==> src/rtl/ppu_fx_pkg.sv <==
// Shared fixed-point format helpers and default Fx formats for the posit/quire datapath.
package ppu_fx_pkg;

    localparam int FX_M_IN_DEFAULT  = 4;
    localparam int FX_B_IN_DEFAULT  = 15;
    localparam int FX_M_OUT_DEFAULT = 8;
    localparam int FX_B_OUT_DEFAULT = 31;

    // Fraction bits of Fx<M,B>; B excludes the sign bit.
    function automatic int fx_frac_bits(input int m, input int b);
        return b - m;
    endfunction

endpackage

==> src/rtl/fixed_widen_comb.sv <==
// Pure combinational widening Fx<M_IN,B_IN> -> Fx<M_OUT,B_OUT>: sign-extend then align the binary point.
module fixed_widen_comb
    import ppu_fx_pkg::*;
#(
    parameter int FX_M_IN  = FX_M_IN_DEFAULT,
    parameter int FX_B_IN  = FX_B_IN_DEFAULT,
    parameter int FX_M_OUT = FX_M_OUT_DEFAULT,
    parameter int FX_B_OUT = FX_B_OUT_DEFAULT
) (
    input  logic [FX_B_IN:0]  fixed_i,
    output logic [FX_B_OUT:0] fixed_o
);

    localparam int SHIFT_RAW = fx_frac_bits(FX_M_OUT, FX_B_OUT) - fx_frac_bits(FX_M_IN, FX_B_IN);
    localparam int SHIFT     = (SHIFT_RAW < 0) ? 0 : SHIFT_RAW;

    logic [FX_B_OUT:0] ext;

    genvar gi;
    generate
        for (gi = 0; gi <= FX_B_OUT; gi++) begin : g_ext
            if (gi <= FX_B_IN) begin : g_copy
                assign ext[gi] = fixed_i[gi];
            end else begin : g_sign
                assign ext[gi] = fixed_i[FX_B_IN];
            end
        end
    endgenerate

    // Extra integer bits are covered by the sign extension, so the shift can never overflow.
    assign fixed_o = ext << SHIFT;

endmodule

==> src/rtl/fixed_widen_pipe.sv <==
// Two-stage valid/ready pipeline widening fixed-point words; optional handshake counter under PPU_FX_WIDEN_STATS_EN.
module fixed_widen_pipe
    import ppu_fx_pkg::*;
#(
    parameter int FX_M_IN  = FX_M_IN_DEFAULT,
    parameter int FX_B_IN  = FX_B_IN_DEFAULT,
    parameter int FX_M_OUT = FX_M_OUT_DEFAULT,
    parameter int FX_B_OUT = FX_B_OUT_DEFAULT
) (
    input  logic              clk_i,
    input  logic              rst_i,
    input  logic              valid_i,
    output logic              ready_o,
    input  logic [FX_B_IN:0]  fixed_i,
    output logic              valid_o,
    input  logic              ready_i,
    output logic [FX_B_OUT:0] fixed_o
`ifdef PPU_FX_WIDEN_STATS_EN
    ,
    input  logic              clr_cnt_i,
    output logic [15:0]       conv_cnt_o
`endif
);

    generate
        if (FX_M_OUT < FX_M_IN) begin : g_chk_int
            $error("fixed_widen_pipe: FX_M_OUT must be >= FX_M_IN");
        end
        if (fx_frac_bits(FX_M_OUT, FX_B_OUT) < fx_frac_bits(FX_M_IN, FX_B_IN)) begin : g_chk_frac
            $error("fixed_widen_pipe: output fraction bits must be >= input fraction bits");
        end
        if (FX_M_IN < 1 || FX_B_IN < 1 || FX_M_OUT < 1 || FX_B_OUT < 1) begin : g_chk_pos
            $error("fixed_widen_pipe: all format parameters must be >= 1");
        end
    endgenerate

    logic              a_valid_reg;
    logic [FX_B_IN:0]  a_data_reg;
    logic              b_valid_reg;
    logic [FX_B_OUT:0] b_data_reg;
    logic [FX_B_OUT:0] widened;
    logic              b_adv;

    fixed_widen_comb #(
        .FX_M_IN (FX_M_IN),
        .FX_B_IN (FX_B_IN),
        .FX_M_OUT(FX_M_OUT),
        .FX_B_OUT(FX_B_OUT)
    ) u_widen (
        .fixed_i(a_data_reg),
        .fixed_o(widened)
    );

    // ready_o follows ready_i combinationally so a full pipe can still shift every cycle.
    assign b_adv   = !b_valid_reg || ready_i;
    assign ready_o = !a_valid_reg || b_adv;

    always_ff @(posedge clk_i) begin
        if (rst_i) begin
            a_valid_reg <= 1'b0;
            a_data_reg  <= '0;
            b_valid_reg <= 1'b0;
            b_data_reg  <= '0;
        end else begin
            if (b_adv) begin
                b_valid_reg <= a_valid_reg;
                if (a_valid_reg) begin
                    b_data_reg <= widened;
                end
            end
            if (ready_o) begin
                a_valid_reg <= valid_i;
                if (valid_i) begin
                    a_data_reg <= fixed_i;
                end
            end
        end
    end

    assign valid_o = b_valid_reg;
    assign fixed_o = b_data_reg;

`ifdef PPU_FX_WIDEN_STATS_EN
    logic [15:0] conv_cnt_reg;

    // Clear wins over a same-cycle handshake; the count wraps naturally at 16 bits.
    always_ff @(posedge clk_i) begin
        if (rst_i || clr_cnt_i) begin
            conv_cnt_reg <= '0;
        end else if (b_valid_reg && ready_i) begin
            conv_cnt_reg <= conv_cnt_reg + 16'd1;
        end
    end

    assign conv_cnt_o = conv_cnt_reg;
`endif

endmodule

==> config.mk <==
export PLATFORM = sky130hd
export DESIGN_NAME = fixed_widen_pipe
export DESIGN_NICKNAME = d
export VERILOG_FILES = /design/src/rtl/ppu_fx_pkg.sv /design/src/rtl/fixed_widen_comb.sv /design/src/rtl/fixed_widen_pipe.sv
export SDC_FILE = /design/constraint.sdc
export NUM_CORES = 1
export LEC_CHECK = 0
export ABC_AREA = 1
export CAP_MARGIN = 20
export CELL_PAD_IN_SITES_DETAIL_PLACEMENT = 1
export CELL_PAD_IN_SITES_GLOBAL_PLACEMENT = 2
export CORE_AREA = 4 4 92 94
export DETAILED_ROUTE_END_ITERATION = 12
export DIE_AREA = 0 0 96 98
export PLACE_DENSITY_LB_ADDON = 0.1
export SYNTH_ARGS = -nofsm -noshare
export SYNTH_HDL_FRONTEND = slang
export SYNTH_SLANG_ARGS = --single-unit
==> constraint.sdc <==
create_clock -name clk_i -period 1.3 [get_ports clk_i]
set_clock_uncertainty 0.2 [all_clocks]
set_input_delay 0.26 -clock clk_i [delete_from_list [all_inputs] [get_ports clk_i]]
set_output_delay 0.26 -clock clk_i [all_outputs]
set_load 0.02 [all_outputs]
==> metrics.cfg <==
[setup_path]
rr_startpoint=valid_o
cp_cell_sequence=nand3_4 > buf_6
crit_type=flip-flop to output pin
cp-end-kind=output pin
ff2ff_setup_slack_ns=0.03
path_max_fanout=3
worstPathRequired_ns=0.84
crit_path_max_incr_delay_ns=0.37
crit_path_start_kind=flip-flop
worstRegToRegCells=6
r2r-end=fixed_o[17]
cp.arrival_ns=0.89
slowest_stage=dfxtp_4

[detailed_routing]
drc=0
drtAntennaViolNets=0
vias_per_cell=3.77
first_iter_violations=15
wirelength_mm=4.23
dr.pass1.iters=4
vias=1377
wl_per_cell_um=11.6

[clock_network]
path_clk_slew_ns=0.08
cts_buffer_depth=2
cts.sinks=34
cts.htree.levels=2
holdBufCountCts=0
cts_tree=built
cts_buffers=5
clk_latency_ns=0.30
root_buffer=clkbuf_8

[die]
dieArea_um2=9410
fp.dieH_um=98
start_util_pct=21.3
core-area_um2=7650
io_pins=54
rows=32
die_w_um=96

[worst_hold_path]
whs_endpoint=a_data_reg[4]
hp-start=a_data_reg[4]
whs_path_depth=2
hp-class=flip-flop to flip-flop

[yosys]
synth_area_um2=1630
ys_warn_count=0
avgSynthCellArea_um2=7.48
seq_area_frac_synth_pct=41.7
synth_cell_type_count=16
synth_seq_cells=34
syn_inst=218

[layout]
nets=282
final_util_pct=29.1
final_common_cell=nor2_1
layout-drive-gt1-share_pct=20.5
layout.cells.non_filler=365
area_growth_pct=36.5
final_cell_mix=48 x nor2_1, 32 x nand2_1, 30 x dfxtp_1
insertedDiodeCount=0

[outcome]
violations=negative setup slack
outcome=finished with violations

[timing]
hold_violations=0
final.setup.tns_ns=-0.0498
fin_crit_sh_pct=104
worst_hold_slack_ns=0.279
fmax_ghz=0.741
fin_ws_ns=-0.0498
setup_viol=1
rsz0062_at_grt=true
fin_crit_ns=1.35
maxSlewViolCount=0

[power_and_ir_drop]
p_per_area_nw_per_um2=1190
power_leakage_uw=0.00108
worst_ir_drop_vdd_mv=0.362

[grt]
grtUsageTotal_pct=9.05
grt_pass1_wl_mm=6.62
grt_max_degree=34
grt_antenna_before_repair=0
grt_pass1_vias=1322
gr-total-overflow=0

[place]
dp_hpwl_mm=2.83
dpl.cell_count=352
port-buffer-count=41
gp_congestion=0.651

[flow_run]
drv_cap=0

-- cell type report --
| type | count | area, um2 |
|---|---|---|
| clock buffers | 5 | 68.8 |
| clock inverters | 3 | 40.0 |
| fillers | 946 | 5420 |
| inverters | 20 | 75.1 |
| multi-input cells | 145 | 681 |
| flip-flops and latches | 34 | 691 |
| well taps | 102 | 128 |
| repair buffers | 56 | 544 |
-- cells by family after synthesis --
logic type,share of synthesized area (%)
flops,41.7
buf+inv,19.4
compound gates,6.52
simple gates,32.1
other cells,0.230
-- metal layers --
| metal | global-route usage (%) | share of wire, % | vias to the layer above |
|---|---|---|---|
| met2 | 11.8 | 41 | 45 |
| met1 | 13.1 | 50 | 594 |
| met4 | 4.27 | 2.0 | 0 |
| li1 | - | - | 732 |
| met5 | 0 | 0 | - |
| met3 | 2.93 | 7.3 | 6 |
-- metrics by stage --
| step | area (um2) | total power (uW) | setup slack [ns] |
|---|---|---|---|
| after floorplan | 1670 | 1520 | 0.0775 |
| after global placement | 2080 | 1690 | -0.655 |
| after detailed placement | 2080 | 1700 | -0.641 |
| after CTS | 2100 | 2650 | -0.101 |
| after global routing | 2230 | 2800 | -0.0975 |
| final | 2230 | 2640 | -0.0498 |
-- cell usage after synthesis, drive strengths merged --
cell type / instances / area share (%)
buf: 30 / 15
nor2: 48 / 11
nand2: 33 / 7.7
a21oi: 19 / 6.5
nand3: 17 / 6.0
nand3b: 16 / 7.4
inv: 20 / 4.6
conb: 1 / 0.23
dfxtp: 34 / 42
-- worst max-delay path: cells and delay by family (launching register included) --
kind | cells | cell delay [ns]
buf+inv | 1 | 0.14
simple gates | 1 | 0.08
flops | 1 | 0.37
-- power by group --
part           switching [uW]  leakage (uW)  total, uW  internal [uW]
sequential               44.3      0.000283       1160           1120
combinational             267      0.000736        500            233
clock                     417     0.0000579        982            564
total                     728       0.00108       2640           1920
-- how the worst max path moves through the flow --
| stage | startpoint | endpoint | slack [ns] |
|---|---|---|---|
| 2_1_floorplan | valid_o | a_data_reg[1] | 0.08 |
| 5_1_grt | valid_o | ready_o | -0.1 |
| 6_report | valid_o | ready_o | -0.05 |
| 3_3_place_gp | ready_i | ready_o | -0.65 |
| 4_1_cts | valid_o | ready_o | -0.10 |
| 3_5_place_dp | ready_i | ready_o | -0.64 |
-- what timing repair did --
item | in CTS | in global routing
setup endpoints to repair | 55 | 45
pin swaps | 1 | 3
cloned | 0 | 2
resized for setup | 99 | 17
buffers inserted | 0 | 3
Power figures use the tool's default switching activity.
